[config.mk]
export PLATFORM = sky130hd
export DESIGN_NAME = alu_op_sequencer_flat
export DESIGN_NICKNAME = d
export VERILOG_FILES = /design/src/rtl/alu_op_sequencer_pkg.sv /design/src/rtl/alu_op_sequencer_if.sv /design/src/rtl/alu_op_sequencer_decode.sv /design/src/rtl/alu_op_sequencer.sv /design/src/flat_wrapper.sv
export SDC_FILE = /design/constraint.sdc
export NUM_CORES = 1
export LEC_CHECK = 0
export ABC_CLOCK_PERIOD_IN_PS = 2000
export CAP_MARGIN = 20
export CORE_AREA = 3 3 75 77
export DETAILED_ROUTE_END_ITERATION = 8
export DIE_AREA = 0 0 78 80
export RECOVER_POWER = 100
export REMOVE_ABC_BUFFERS = 1
export SYNTH_ARGS = -nofsm -noshare
export SYNTH_HDL_FRONTEND = slang
export SYNTH_HIERARCHICAL = 1
export SYNTH_SLANG_ARGS = --single-unit
export TNS_END_PERCENT = 1
[constraint.sdc]
create_clock -name clk -period 2 [get_ports clk]
set_clock_uncertainty 0.2 [all_clocks]
set_input_delay 0.3 -clock clk [delete_from_list [all_inputs] [get_ports clk]]
set_output_delay 0.3 -clock clk [all_outputs]
set_load 0.05 [all_outputs]
[src/rtl/alu_op_sequencer_pkg.sv]
// Shared types for the ALU operation sequencer: opcodes, ALU select and load/shift
// encodings (common with the ALU itself), FSM states and the decoded-operation record.
package alu_op_sequencer_pkg;

    localparam int SEQ_WIDTH = 8;
    localparam int SEQ_CNT_W = 3;

    typedef enum logic [2:0] {
        OP_LOAD = 3'b000,
        OP_ADD  = 3'b001,
        OP_SUB  = 3'b010,
        OP_NOR  = 3'b011,
        OP_SHR  = 3'b100,
        OP_SHL  = 3'b101,
        OP_CLR  = 3'b110,
        OP_NOP  = 3'b111
    } opcode_e;

    typedef enum logic [1:0] {
        SEL_LDSH = 2'b00,
        SEL_NOR  = 2'b01,
        SEL_ADD  = 2'b10,
        SEL_SUB  = 2'b11
    } alu_sel_e;

    typedef enum logic [1:0] {
        LS_ZERO = 2'b00,
        LS_SHL  = 2'b01,
        LS_PASS = 2'b10,
        LS_SHR  = 2'b11
    } load_shift_e;

    typedef enum logic [1:0] {
        ST_IDLE = 2'b00,
        ST_EXEC = 2'b01,
        ST_DONE = 2'b10
    } state_e;

    typedef struct packed {
        alu_sel_e               sel;
        load_shift_e            ls;
        logic                   a_from_data;
        logic                   is_nop;
        logic [SEQ_CNT_W-1:0]   iter;
    } decode_t;

    // A zero shift amount still costs one harmless pass so that every op writes once.
    function automatic logic [SEQ_CNT_W-1:0] shiftPasses(input logic [SEQ_CNT_W-1:0] count);
        return (count == '0) ? SEQ_CNT_W'(1) : count;
    endfunction

endpackage

[src/rtl/alu_op_sequencer_if.sv]
// Bundle of the instruction handshake, the ALU drive/return lines and the
// accumulator status seen by the sequencer's neighbours.
interface alu_op_sequencer_if #(
    parameter int WIDTH = 8,
    parameter int CNT_W = 3
);
    logic              op_valid;
    logic              op_ready;
    logic [2:0]        op_code;
    logic [WIDTH-1:0]  op_data;
    logic [CNT_W-1:0]  op_count;

    logic [WIDTH-1:0]  alu_a;
    logic [WIDTH-1:0]  alu_b;
    logic [1:0]        alu_sel;
    logic [1:0]        alu_load_shift;
    logic [WIDTH-1:0]  alu_result;
    logic              alu_cout;
    logic              alu_zout;

    logic [WIDTH-1:0]  acc;
    logic              c_flag;
    logic              z_flag;
    logic              busy;
    logic              done;

    modport master (
        output op_valid, op_code, op_data, op_count,
        output alu_result, alu_cout, alu_zout,
        input  op_ready, alu_a, alu_b, alu_sel, alu_load_shift,
        input  acc, c_flag, z_flag, busy, done
    );

    modport slave (
        input  op_valid, op_code, op_data, op_count,
        input  alu_result, alu_cout, alu_zout,
        output op_ready, alu_a, alu_b, alu_sel, alu_load_shift,
        output acc, c_flag, z_flag, busy, done
    );
endinterface

[src/rtl/alu_op_sequencer_decode.sv]
// Combinational opcode decoder: maps an incoming op to ALU select, load/shift
// control, number of ALU passes and the a-operand source.
module alu_op_decode
    import alu_op_sequencer_pkg::*;
(
    input  logic [2:0]            op_code_i,
    input  logic [SEQ_CNT_W-1:0]  op_count_i,
    output decode_t               dec_o
);

    always_comb begin
        dec_o.sel         = SEL_LDSH;
        dec_o.ls          = LS_PASS;
        dec_o.a_from_data = 1'b0;
        dec_o.is_nop      = 1'b0;
        dec_o.iter        = SEQ_CNT_W'(1);

        case (opcode_e'(op_code_i))
            OP_LOAD: begin
                dec_o.a_from_data = 1'b1;
            end
            OP_ADD: begin
                dec_o.sel = SEL_ADD;
            end
            OP_SUB: begin
                dec_o.sel = SEL_SUB;
            end
            OP_NOR: begin
                dec_o.sel = SEL_NOR;
            end
            OP_SHR: begin
                dec_o.ls   = (op_count_i == '0) ? LS_PASS : LS_SHR;
                dec_o.iter = shiftPasses(op_count_i);
            end
            OP_SHL: begin
                dec_o.ls   = (op_count_i == '0) ? LS_PASS : LS_SHL;
                dec_o.iter = shiftPasses(op_count_i);
            end
            OP_CLR: begin
                dec_o.ls = LS_ZERO;
            end
            OP_NOP: begin
                dec_o.is_nop = 1'b1;
                dec_o.iter   = '0;
            end
            default: begin
                dec_o.is_nop = 1'b1;
                dec_o.iter   = '0;
            end
        endcase
    end

endmodule

[src/rtl/alu_op_sequencer.sv]
// Control/register stage in front of the 8-bit ALU: accepts one op per handshake,
// steers the ALU for one or more passes and writes the result into acc/C/Z.
module alu_op_sequencer
    import alu_op_sequencer_pkg::*;
(
    input  logic             clk,
    input  logic             reset,
    alu_op_sequencer_if.slave bus
);

    state_e                  state_q;
    decode_t                 dec_q;
    logic [SEQ_WIDTH-1:0]    data_q;
    logic [SEQ_CNT_W-1:0]    rem_q;
    logic [SEQ_WIDTH-1:0]    acc_q;
    logic                    c_q;
    logic                    z_q;
    logic                    ready_q;
    logic                    busy_q;
    logic                    done_q;

    decode_t                 dec;

    alu_op_decode u_decode (
        .op_code_i  (bus.op_code),
        .op_count_i (bus.op_count),
        .dec_o      (dec)
    );

    // Outside EXEC the ALU is parked on a pass of acc with a zero b operand.
    always_comb begin
        bus.alu_a          = acc_q;
        bus.alu_b          = '0;
        bus.alu_sel        = SEL_LDSH;
        bus.alu_load_shift = LS_PASS;
        if (state_q == ST_EXEC) begin
            bus.alu_a          = dec_q.a_from_data ? data_q : acc_q;
            bus.alu_b          = data_q;
            bus.alu_sel        = dec_q.sel;
            bus.alu_load_shift = dec_q.ls;
        end
    end

    always_ff @(posedge clk) begin
        if (reset) begin
            state_q <= ST_IDLE;
            dec_q   <= '0;
            data_q  <= '0;
            rem_q   <= '0;
            acc_q   <= '0;
            c_q     <= 1'b0;
            z_q     <= 1'b0;
            ready_q <= 1'b1;
            busy_q  <= 1'b0;
            done_q  <= 1'b0;
        end else begin
            case (state_q)
                ST_IDLE: begin
                    if (bus.op_valid) begin
                        data_q  <= bus.op_data;
                        dec_q   <= dec;
                        rem_q   <= dec.iter;
                        ready_q <= 1'b0;
                        busy_q  <= 1'b1;
                        if (dec.is_nop) begin
                            state_q <= ST_DONE;
                            done_q  <= 1'b1;
                        end else begin
                            state_q <= ST_EXEC;
                        end
                    end
                end
                ST_EXEC: begin
                    acc_q <= bus.alu_result;
                    c_q   <= bus.alu_cout;
                    z_q   <= bus.alu_zout;
                    rem_q <= rem_q - 1'b1;
                    if (rem_q == SEQ_CNT_W'(1)) begin
                        state_q <= ST_DONE;
                        done_q  <= 1'b1;
                    end
                end
                ST_DONE: begin
                    state_q <= ST_IDLE;
                    done_q  <= 1'b0;
                    busy_q  <= 1'b0;
                    ready_q <= 1'b1;
                end
                default: begin
                    state_q <= ST_IDLE;
                    done_q  <= 1'b0;
                    busy_q  <= 1'b0;
                    ready_q <= 1'b1;
                end
            endcase
        end
    end

    assign bus.op_ready = ready_q;
    assign bus.acc      = acc_q;
    assign bus.c_flag   = c_q;
    assign bus.z_flag   = z_q;
    assign bus.busy     = busy_q;
    assign bus.done     = done_q;

endmodule
[src/flat_wrapper.sv]
// flat-port wrapper written by rule: the top's interface ports become plain ports
module alu_op_sequencer_flat import alu_op_sequencer_pkg::*;
  (clk, reset, bus_op_valid, bus_op_code, bus_op_data, bus_op_count, bus_alu_result, bus_alu_cout, bus_alu_zout, bus_op_ready, bus_alu_a, bus_alu_b, bus_alu_sel, bus_alu_load_shift, bus_acc, bus_c_flag, bus_z_flag, bus_busy, bus_done);
  alu_op_sequencer_if bus_i ();
  input  logic clk;
  input  logic reset;
  input wire logic [$bits(bus_i.op_valid)-1:0] bus_op_valid;
  input wire logic [$bits(bus_i.op_code)-1:0] bus_op_code;
  input wire logic [$bits(bus_i.op_data)-1:0] bus_op_data;
  input wire logic [$bits(bus_i.op_count)-1:0] bus_op_count;
  input wire logic [$bits(bus_i.alu_result)-1:0] bus_alu_result;
  input wire logic [$bits(bus_i.alu_cout)-1:0] bus_alu_cout;
  input wire logic [$bits(bus_i.alu_zout)-1:0] bus_alu_zout;
  output wire logic [$bits(bus_i.op_ready)-1:0] bus_op_ready;
  output wire logic [$bits(bus_i.alu_a)-1:0] bus_alu_a;
  output wire logic [$bits(bus_i.alu_b)-1:0] bus_alu_b;
  output wire logic [$bits(bus_i.alu_sel)-1:0] bus_alu_sel;
  output wire logic [$bits(bus_i.alu_load_shift)-1:0] bus_alu_load_shift;
  output wire logic [$bits(bus_i.acc)-1:0] bus_acc;
  output wire logic [$bits(bus_i.c_flag)-1:0] bus_c_flag;
  output wire logic [$bits(bus_i.z_flag)-1:0] bus_z_flag;
  output wire logic [$bits(bus_i.busy)-1:0] bus_busy;
  output wire logic [$bits(bus_i.done)-1:0] bus_done;
  assign bus_i.op_valid = bus_op_valid;
  assign bus_i.op_code = bus_op_code;
  assign bus_i.op_data = bus_op_data;
  assign bus_i.op_count = bus_op_count;
  assign bus_i.alu_result = bus_alu_result;
  assign bus_i.alu_cout = bus_alu_cout;
  assign bus_i.alu_zout = bus_alu_zout;
  assign bus_op_ready = bus_i.op_ready;
  assign bus_alu_a = bus_i.alu_a;
  assign bus_alu_b = bus_i.alu_b;
  assign bus_alu_sel = bus_i.alu_sel;
  assign bus_alu_load_shift = bus_i.alu_load_shift;
  assign bus_acc = bus_i.acc;
  assign bus_c_flag = bus_i.c_flag;
  assign bus_z_flag = bus_i.z_flag;
  assign bus_busy = bus_i.busy;
  assign bus_done = bus_i.done;
  alu_op_sequencer u_core (.clk(clk), .reset(reset), .bus(bus_i));
endmodule
==> results.toml <==
[outcome]
status = "finished, final reports clean"

[critical_path]
end_kind = "primary output"
crit_buf_inv = 1
r2r-start = "u_core/state_q[1]"
worstPathCellList = "clkdlybuf4s50_1"
slowest_delay_ns = 0.81
cp_max_fo = 3
crit_type = "flip-flop to primary output"
critPathLaunchType = "flip-flop"
r2r_end = "u_core/rem_q[2]"
cp.arrival_ns = 1.43
critPathRequiredTime_ns = 1.50
cpMaxStageDelayCell = "clkdlybuf4s50_1"
cp_top_family = "buffers and inverters"
regToRegSetupSlack_ns = 0.15
r2r_cells = 5

[global_route]
first_global_vias = 1367
grt_pass1_wl_um = 6290
globalRouteOverflowTotal = 0
antenna_found_initial = 0
grt_max_degree = 27
grt_use_total = 0.130

[cts]
cts_buffers = 5
holdBufCountCts = 0
cts_root_buf = "clkbuf_8"
clock_latency_ns = 0.28
cts_htree_levels = 2
tritoncts = "yes"
path_clk_slew_ns = 0.06
clockBufferDepth = 2
cts_sinks = 31

[logic_synthesis]
ys_top_cells_by_area = "dfxtp_1, nand2_1, a21oi_1"
syn_inst = 184
ys_top_cells_by_count = "nand2_1, dfxtp_1, a21oi_1, and2_1, mux2_2"
yosys_warnings = 6
yosys.area.top_type_share = 0.417
synth.distinct_cells = 33
yosysSeqAreaShare = 0.417
synthFlopType = "dfxtp_1"
netlist_area_um2 = 1490
yosys.area.top_type = "dfxtp_1"
yosysMostFrequentCell = "nand2_1"
syn_avg_cell_area_um2 = 8.09
synth_seq_cells = 31
synth_edf_count = 0
ys_async_sr_fraction = 0

[drt]
drtAntennaViolNets = 0
dr.pass1.iters = 6
viasPerCell = 4.46
initialDrtViolationCount = 39
wl_per_cell_um = 11.7
vias = 1426
wl_um = 3760
drc = 0

[timing]
period_share = 0.967
hold_viol = 0
setup_viol = 0
fmax_ghz = 0.517
max-slew-margin-rel = 0.582
setup_ws_ns = 0.0658
slew_violations = 0
rsz0062_at_grt = "no"
fin_crit_ns = 1.93
tightest_slew_ns = 0.630

[pwr]
ir_drop_v = 0.000286
leakage_nw = 0.946
p_per_area_nw_per_um2 = 692
power_mw = 1.66

[hold_path]
min_to = "u_core/dec_q[6]"
min_path_cells = 2
hold_start = "u_core/dec_q[6]"
min_path_type = "flip-flop to flip-flop"

[flow_run]
cap_violations = 0

[floorplan]
die_x_um = 78
core_area_um2 = 5070
die_y_um = 80
die_area_um2 = 6240
rows = 26
boundaryPins = 60
start_util = 0.293

[finish]
drive_above_1_share = 0.200
layout.nets = 278
area_growth_pct = 61.3
antenna_cells = 0

[placement]
pre_cts_ws_ns = 0.105
place_congestion = 0.734
place_hpwl_um = 2850
portBuffers = 59
## cell families (layout without fill, tap and decap cells)
kind of cell	after synthesis	in the layout	share of synthesized area
flops	31	31	0.417
mux	9	9	0.0672
fa+ha+maj	2	2	0.0168
compound gates	38	38	0.148
buf+inv	16	82	0.0630
simple gates	88	88	0.288
## stage by stage
stage,util,hold slack [ns],instances,cell area (um2),TNS [ns]
2_1_floorplan,-,0.169,171,1410,-8.78
3_3_place_gp,0.463,0.242,312,2350,0
3_5_place_dp,0.463,0.245,312,2350,0
4_1_cts,0.480,0.254,320,2430,0
5_1_grt,0.473,0.286,320,2400,0
6_report,0.473,0.251,320,2400,0
## flip-flops by register name, summed over array words and instances, names as in the netlist
name / cells
u_core/bus.z_flag: 1
u_core/bus.acc: 8
u_core/bus.op_ready: 1
u_core/bus.c_flag: 1
u_core/bus.busy: 1
u_core/rem_q: 3
u_core/state_q: 2
u_core/bus.done: 1
u_core/data_q: 8
u_core/dec_q: 5
## how the worst max path moves through the flow
stage                                  from               to  slack [ns]  cells after the start
final                     u_core/bus.acc[6]       bus_acc[6]        0.07                      1
after global routing      u_core/state_q[0]     bus_alu_b[6]        0.01                      4
after CTS                 u_core/state_q[0]     bus_alu_b[1]        0.02                      4
after detailed placement       bus_op_valid  u_core/rem_q[2]        0.10                      5
after global placement         bus_op_valid  u_core/rem_q[2]        0.11                      5
after floorplan           u_core/state_q[0]     bus_alu_a[0]       -0.53                      3
## layout make-up
type,count,area [um2]
clock buffers,7,76.3
clock inverters,1,5.00
fillers,505,2670
inverters,3,11.3
multi-input cells,137,787
flip-flops and latches,31,621
well taps,70,87.6
repair buffers,71,813
## what timing repair did
action / in CTS / in global routing
endpoints found under the setup margin: 8 / 11
setup buffers: 0 / 0
resized for setup: 1 / 2
## layout by cell type (no fill, tap or decap), drive strengths merged
cell            n
a21oi          28
clkdlybuf4s50  30
dlygate4sd3     2
nand2b          6
o31ai           1
clkinv          1
or3b            1
ha              2
mux2i           1
nor2            6
o21ai           2
a22oi           1
nand2          53
a2111oi         1
and2           12
buf            28
and3            2
nor3b           2
o21a            2
and3b           2
o21bai          1
mux2            8
nor2b           2
inv             3
nor3            2
dfxtp          31
a32oi           1
clkbuf         18
a2bb2oi         1
## per-layer routing
layer  part of all wire  up-vias  GRT usage
met5                  0        -          0
met4              0.013        0     0.0420
met3              0.068        5     0.0508
met2               0.47       45      0.213
met1               0.45      636      0.156
li1                   -      740          -
## where the power goes
group / switching, mW / internal (mW) / total [mW]
clock network: 0.220 / 0.244 / 0.464
registers: 0.0265 / 0.665 / 0.691
logic: 0.289 / 0.217 / 0.506
total: 0.535 / 1.13 / 1.66
No activity file was read; power rests on OpenSTA's default activity.
